===== config.mk =====
export PLATFORM = sky130hd
export DESIGN_NAME = la_invpipe
export DESIGN_NICKNAME = d
export VERILOG_FILES = /design/src/rtl/la_invpipe.sv
export SDC_FILE = /design/constraint.sdc
export NUM_CORES = 1
export LEC_CHECK = 0
export ABC_CLOCK_PERIOD_IN_PS = 3100
export CORE_AREA = 5 5 42 44
export CTS_CLUSTER_DIAMETER = 150
export DETAILED_ROUTE_END_ITERATION = 12
export DIE_AREA = 0 0 47 49
export DONT_BUFFER_PORTS = 1
export PLACE_DENSITY = 0.32
export SYNTH_ARGS = -nofsm -noshare
export SYNTH_HDL_FRONTEND = slang
export SYNTH_SLANG_ARGS = --single-unit
export TNS_END_PERCENT = 5

===== constraint.sdc =====
create_clock -name clk -period 3.1 [get_ports clk]
set_input_delay 0.62 -clock clk [delete_from_list [all_inputs] [get_ports clk]]
set_output_delay 0.62 -clock clk [all_outputs]
set_load 0.1 [all_outputs]

===== src/rtl/la_invpipe.sv =====
// Registered per-bit inverter carried through a DEPTH-stage valid/ready pipeline.
// Empty stages are always refilled, so the pipe stores up to DEPTH words under backpressure.
module la_invpipe #(
  parameter     PROP  = "DEFAULT",
  parameter int DW    = 1,
  parameter int DEPTH = 2,
  parameter int CW    = $clog2(DEPTH + 1)
) (
  input  logic          clk,
  input  logic          rst,
  input  logic [DW-1:0] inv,
  input  logic          in_valid,
  output logic          in_ready,
  input  logic [DW-1:0] in_data,
  output logic          out_valid,
  input  logic          out_ready,
  output logic [DW-1:0] out_data,
  output logic [CW-1:0] count,
  input  logic          flush
);

  localparam logic [CW-1:0] CNT_ONE = CW'(1'b1);

  logic [DEPTH-1:0] v_s;
  logic [DW-1:0]    d_s [DEPTH];
  logic [DEPTH-1:0] adv_s;
  logic             full_above_s;
  logic             in_xfer_s;
  logic             out_xfer_s;
  logic [CW-1:0]    count_r;
  logic [CW-1:0]    count_next_s;

  // Advance chain: stage i may load when any stage at or beyond it is empty, or the sink takes a word.
  always_comb begin
    adv_s        = '0;
    full_above_s = 1'b1;
    for (int i = 0; i < DEPTH; i++) begin
      full_above_s = 1'b1;
      for (int j = i; j < DEPTH; j++) begin
        full_above_s = full_above_s & v_s[j];
      end
      adv_s[i] = out_ready | ~full_above_s;
    end
  end

  for (genvar g = 0; g < DEPTH; g++) begin : g_stage
    logic          v_r;
    logic [DW-1:0] d_r;
    logic          src_v_s;
    logic [DW-1:0] src_d_s;

    if (g == 0) begin : g_head
      assign src_v_s = in_valid;
      assign src_d_s = in_data ^ inv;
    end else begin : g_body
      assign src_v_s = v_s[g-1];
      assign src_d_s = d_s[g-1];
    end

    // Stage register: load from upstream when advancing; flush drops the valid only.
    always_ff @(posedge clk) begin
      if (rst) begin
        v_r <= 1'b0;
        d_r <= '0;
      end else begin
        if (adv_s[g]) begin
          d_r <= src_d_s;
        end
        if (flush) begin
          v_r <= 1'b0;
        end else if (adv_s[g]) begin
          v_r <= src_v_s;
        end
      end
    end

    assign v_s[g] = v_r;
    assign d_s[g] = d_r;
  end

  // Occupancy bookkeeping from the two handshakes.
  always_comb begin
    in_xfer_s    = in_valid & adv_s[0];
    out_xfer_s   = v_s[DEPTH-1] & out_ready;
    count_next_s = count_r;
    case ({in_xfer_s, out_xfer_s})
      2'b10:   count_next_s = count_r + CNT_ONE;
      2'b01:   count_next_s = count_r - CNT_ONE;
      default: count_next_s = count_r;
    endcase
  end

  // Occupancy register; flush empties the pipe together with the stage valids.
  always_ff @(posedge clk) begin
    if (rst) begin
      count_r <= '0;
    end else if (flush) begin
      count_r <= '0;
    end else begin
      count_r <= count_next_s;
    end
  end

  assign in_ready  = adv_s[0];
  assign out_valid = v_s[DEPTH-1];
  assign out_data  = d_s[DEPTH-1];
  assign count     = count_r;

endmodule


==> flow_metrics.env, run 1 <==
export IMPL_status="complete, no violations"
export IMPL_r2r_slack_ns=1.12
export IMPL_crit_arrival_ns=2.15
export IMPL_via_per_inst=3.96
export IMPL_ys_seq_area_share_pct=46.6
export IMPL_numCtsBuffers=3
export IMPL_grt_pass1_wl_um=897
export IMPL_crit_fanout=5
export IMPL_peakVddDrop_mv=0.275
export IMPL_portBuffers=0
export IMPL_holdBufCountCts=0
export IMPL_fin_skew_ns=0.00453
export IMPL_num_vias=190
export IMPL_synth_area_um2=258
export IMPL_finalSetupTns_ns=0
export IMPL_dp_cells=45
export IMPL_ios=12
export IMPL_dp_hpwl_um=457
export IMPL_cts_tree="done"
export IMPL_dp_slack_ns=1.05
export IMPL_p_per_area_mw_per_mm2=564
export IMPL_avgSynthCellArea_um2=9.55
export IMPL_hold_ws_ns=0.451
export IMPL_yosys_top_cells_area="dfxtp_1 47%, xnor2_1 6.8%, a21boi_0 5.8%"
export IMPL_die_x_um=47
export IMPL_slew_limit_headroom_pct=30.7
export IMPL_slew_viol_final=0
export IMPL_finalHoldViolCount=0
export IMPL_antenna_left=0
export IMPL_synth_nets=35
export IMPL_final_nets=42
export IMPL_grt_util_all_layers_pct=5.85
export IMPL_yosysTopAreaCellShare_pct=46.6
export IMPL_yosysWarnings=0
export IMPL_drc=0
export IMPL_cp_end_kind="flop"
export IMPL_cp_num_buf_inv=2
export IMPL_root_buffer="clkbuf_4"
export IMPL_area_growth_pct=22.8
export IMPL_cts_sinks=6
export IMPL_die_h_um=49
export IMPL_clk_pin_slew_ns=0.05
export IMPL_min_period_over_period_pct=63.9
export IMPL_syn_inst=27
export IMPL_min_period_ns=1.98
export IMPL_tightestPinTransition_ns=1.04
export IMPL_hp_class="reg -> reg"
export IMPL_p_total_uw=178
export IMPL_wl_per_cell_um=11.5
export IMPL_gp_congestion=0.620
export IMPL_cp_common_cell="buf_4"
export IMPL_n_antenna_cell=0
export IMPL_rsz0062_at_grt="false"
export IMPL_fin_ws_ns=1.12
export IMPL_gr_total_overflow=0
export IMPL_stdcell_count=48
export IMPL_crit_family="simple AND/OR/NAND/NOR gates"
export IMPL_cts_buffer_depth=2
export IMPL_cts_resized_gates=0
export IMPL_setup_viol=0
export IMPL_critical_path_slowest_cell="or3_1"
export IMPL_drt_initial_drc_count=2
export IMPL_path_class="reg -> reg"
export IMPL_cp_start_kind="flop"
export IMPL_cp_slowest_stage_delay_ns=0.38
export IMPL_ys_ff_latch=6
export IMPL_cts_max_level=1
export IMPL_drv_cap=0
export IMPL_rows=14
export IMPL_max_freq_ghz=0.505
export IMPL_critPathRequiredTime_ns=3.27
export IMPL_drt_wl_total_um=553
export IMPL_synth_area_leader_cell="dfxtp_1"
export IMPL_grt_max_degree=6
export IMPL_leakagePower_uw=0.000132
export IMPL_synth_distinct_cells=17
export IMPL_core_area_mm2=0.00140
export IMPL_path_cells="buf_4 -> nand3b_1 -> buf_4 -> nand2_1 -> ha_1 -> or3_1 -> a21boi_1"
export IMPL_die_area_mm2=0.00230
export IMPL_clock_latency_ns=0.24
export IMPL_post_cts_buffers=0
export IMPL_drive_above_1_share_pct=18.8
export IMPL_antenna_found_initial=0
export IMPL_start_util_pct=18.4
export IMPL_drt_pass1_iter_count=4
export IMPL_grt_pass1_vias=202
-- worst reg2reg max path: cells and delay by family (launching register included) --
kind | cells | cell delay, ns
AOI/OAI and AO/OA | 1 | 0.14
adders and majority gates | 1 | 0.32
buffers and inverters | 2 | 0.55
DFF | 1 | 0.30
and+or+nand+nor | 3 | 0.60
-- registers in the layout, indices dropped and copies added (netlist names) --
register     cells
count            2
g_stage.d_r      1
g_stage.v_r      1
out_data         1
out_valid        1
-- cell usage after synthesis --
cell type	n
dfxtp_1	6
nor2_1	3
a21boi_0	2
inv_1	2
xnor2_1	2
a211oi_1	1
a21boi_1	1
and2_1	1
ha_1	1
mux2i_1	1
nand2_1	1
nand2b_1	1
nand3b_1	1
nor3_1	1
o21ai_0	1
or3_1	1
xor2_1	1
-- final timing paths --
kind | startpoint | end | cells past startpoint
worst max-delay path | out_valid$_SDFFE_PP0P_ | count[1]$_SDFFE_PP0P_ | 7
worst min-delay path | g_stage[0].v_r$_SDFFE_PP0P_ | out_valid$_SDFFE_PP0P_ | 2
worst max register to register | out_valid$_SDFFE_PP0P_ | count[1]$_SDFFE_PP0P_ | 7
worst min register to register | g_stage[0].v_r$_SDFFE_PP0P_ | out_valid$_SDFFE_PP0P_ | 2
-- layout make-up --
class,instances,area [um2]
inverters,2,7.51
repair buffers,2,15.0
well taps,16,20.0
clock buffers,3,22.5
flip-flops and latches,6,121
fillers,161,1080
multi-input cells,19,130
-- where the power goes --
part,internal (uW),switching [uW],leakage (uW),total [uW]
Sequential,81.1,14.9,0.0000496,95.9
Combinational,6.03,6.29,0.0000690,12.3
Clock,43.7,26.5,0.0000138,70.2
-- placed cells by master, fill, tap and decap left out, drive strengths merged, types with 2 or more instances in the layout --
cell	instances
dfxtp	6
nor2	3
clkbuf	3
a21boi	3
xnor2	2
inv	2
buf	2
-- per-layer routing --
| layer | GRT usage (%) | routed length (um) | up-vias |
|---|---|---|---|
| met3 | 6.27 | 81 | 2 |
| met5 | 0 | 0 | - |
| met4 | 2.76 | 6 | 0 |
| met1 | 5.96 | 221 | 77 |
| met2 | 7.47 | 242 | 9 |
| li1 | - | - | 102 |
-- per-stage QoR --
step | utilization [%] | instance area (um2)
floorplan | - | 259
global route | 22.6 | 317
finish | 22.6 | 317
global placement | 21.0 | 294
detailed placement | 21.0 | 294
CTS | 22.6 | 317
-- kinds of logic after synthesis --
logic type	count (synthesis)	share of synthesized area (%)
muxes	1	3.88
DFF	6	46.6
buffers and inverters	2	2.91
xor gates and xnor gates	3	10.2
AOI/OAI and AO/OA	5	13.6
and+or+nand+nor	9	18.0
adders and majority gates	1	4.85
No activity file was read; power rests on OpenSTA's default activity.
==> inputs of run 2 (changes only) <==
Settings changed: ABC_CLOCK_PERIOD_IN_PS 3100 to 2000.
Clock period 3.1 ns to 2 ns, I/O delays scaled along.
==> run 2 against run 1 <==
Clock skew grew 0.0043 ns. Utilization grew 2.1 points. Global-route usage shrank 0.066 points. Non-clock buffer count grew 3. Largest cell class unchanged.
==> flow_metrics.env, run 2 (same netlist as run 1, synthesis figures left out) <==
export IMPL_wl_per_cell_um=10.6
export IMPL_holdBufCountCts=0
export IMPL_slew_limit_headroom_pct=79.5
export IMPL_antenna_left=0
export IMPL_dp_cells=48
export IMPL_drc=0
export IMPL_max_freq_ghz=0.714
export IMPL_cp_depth=2
export IMPL_setup_worst_path_start="out_valid$_SDFFE_PP0P_"
export IMPL_dp_hpwl_um=460
export IMPL_portBuffers=0
export IMPL_rows=14
export IMPL_r2r_slack_ns=0.61
export IMPL_min_period_ns=1.40
export IMPL_seqPwrFrac_pct=43.9
export IMPL_status="complete, no violations"
export IMPL_setup_viol=0
export IMPL_clk_pin_slew_ns=0.05
export IMPL_cts_buffer_depth=2
export IMPL_critical_path_slowest_cell="dfxtp_4"
export IMPL_start_util_pct=18.4
export IMPL_cts_resized_gates=0
export IMPL_cts_sinks=6
export IMPL_p_total_uw=291
export IMPL_n_antenna_cell=0
export IMPL_finalHoldViolCount=0
export IMPL_peakVddDrop_mv=0.292
export IMPL_gr_total_overflow=0
export IMPL_root_buffer="clkbuf_4"
export IMPL_slew_viol_final=0
export IMPL_min_period_over_period_pct=70.1
export IMPL_reg2reg_from="out_valid$_SDFFE_PP0P_"
export IMPL_antenna_found_initial=0
export IMPL_numCtsBuffers=3
export IMPL_final_cell_mix="5 x dfxtp_1, 5 x buf_4, 3 x nor2_1, 3 x clkbuf_4"
export IMPL_cp_end_kind="output pin"
export IMPL_p_sw_uw=78.2
export IMPL_die_area_mm2=0.00230
export IMPL_path_class="reg -> out"
export IMPL_crit_fanout=4
export IMPL_clock_latency_ns=0.24
export IMPL_finalSetupTns_ns=0
export IMPL_fin_skew_ns=0.00886
export IMPL_p_per_area_mw_per_mm2=842
export IMPL_drt_pass1_iter_count=4
export IMPL_internal_power_uw=213
export IMPL_clkPwrFrac_pct=41.4
export IMPL_grt_max_degree=5
export IMPL_drt_wl_total_um=553
export IMPL_ios=12
export IMPL_num_vias=216
export IMPL_critPathRequiredTime_ns=1.60
export IMPL_combinationalPowerShare_pct=14.8
export IMPL_area_growth_pct=34.0
export IMPL_tightestPinTransition_ns=0.307
export IMPL_path_cells="nand3b_1 -> buf_4"
export IMPL_stdcell_count=52
export IMPL_via_per_inst=4.15
export IMPL_r2r_end="count[1]$_SDFFE_PP0P_"
export IMPL_endpoint="in_ready"
export IMPL_core_area_mm2=0.00140
export IMPL_post_cts_buffers=0
export IMPL_cp_start_kind="flop"
export IMPL_cts_max_level=1
export IMPL_leakagePower_uw=0.000150
export IMPL_drive_above_1_share_pct=25.0
export IMPL_crit_arrival_ns=1.00
export IMPL_drt_initial_drc_count=2
export IMPL_fin_ws_ns=0.599
export IMPL_die_h_um=49
export IMPL_final_nets=45
export IMPL_grt_util_all_layers_pct=5.79
export IMPL_dp_slack_ns=0.545
export IMPL_cts_tree="done"
export IMPL_die_x_um=47
export IMPL_grt_pass1_wl_um=821
export IMPL_gp_congestion=0.575
export IMPL_cp_num_buf_inv=1
export IMPL_switching_share_pct=26.9
export IMPL_crit_family="flip-flops"
export IMPL_largest_reg_flops=2
export IMPL_drv_cap=0
export IMPL_cp_slowest_stage_delay_ns=0.34
export IMPL_grt_pass1_vias=195
export IMPL_hp_class="in -> reg"
export IMPL_rsz0062_at_grt="false"
export IMPL_fin_util_pct=24.6
export IMPL_reg2reg_depth=5
[run 2: cell types whose count changed in the layout (fill, tap and decap cells not counted), sizes merged]
| cell | previous run | this run |
|---|---|---|
| clkbuf | 3 | 4 |
| buf | 2 | 5 |
[run 2: layer usage]
metal  vias to the layer above  global-route usage, %  part of all wire (%)
met3                         2                   5.17                    12
li1                        109                      -                     -
met1                        99                   4.87                    35
met4                         0                   5.53                   2.4
met2                         6                   7.69                    50
met5                         -                      0                     0
[run 2: metrics by stage]
| step | hold WS [ns] | instance area [um2] |
|---|---|---|
| floorplan | 0.424 | 262 |
| global placement | 0.434 | 319 |
| detailed placement | 0.444 | 319 |
| CTS | 0.213 | 345 |
| global route | 0.213 | 345 |
| finish | 0.222 | 345 |
[run 2: how the worst min path moves through the flow]
stage / from / to / slack [ns] / cells after the start
after CTS: rst / g_stage[0].d_r$_SDFFE_PP0P_ / 0.21 / 1
after detailed placement: g_stage[0].v_r$_SDFFE_PP0P_ / out_valid$_SDFFE_PP0P_ / 0.44 / 2
after global placement: g_stage[0].v_r$_SDFFE_PP0P_ / out_valid$_SDFFE_PP0P_ / 0.43 / 2
after global routing: rst / g_stage[0].d_r$_SDFFE_PP0P_ / 0.21 / 1
final: rst / g_stage[0].d_r$_SDFFE_PP0P_ / 0.22 / 1
after floorplan: g_stage[0].v_r$_SDFFE_PP0P_ / out_valid$_SDFFE_PP0P_ / 0.42 / 2
[run 2: power groups by stage]
stage | registers (uW) | logic (uW) | clock network, uW
final | 128 | 42.9 | 120
after global routing | 128 | 45.2 | 134
after CTS | 128 | 43.5 | 127
after detailed placement | 130 | 43.4 | 0
after global placement | 130 | 42.9 | 0
after floorplan | 152 | 13.5 | 0
[run 2: area by class of cell]
cell class | instances | area, um2
sequential | 6 | 124
multi-input combinational | 19 | 130
tap | 16 | 20.0
inverter | 2 | 7.51
fill | 161 | 1060
clock buffer | 4 | 26.3
timing repair buffer | 5 | 37.5
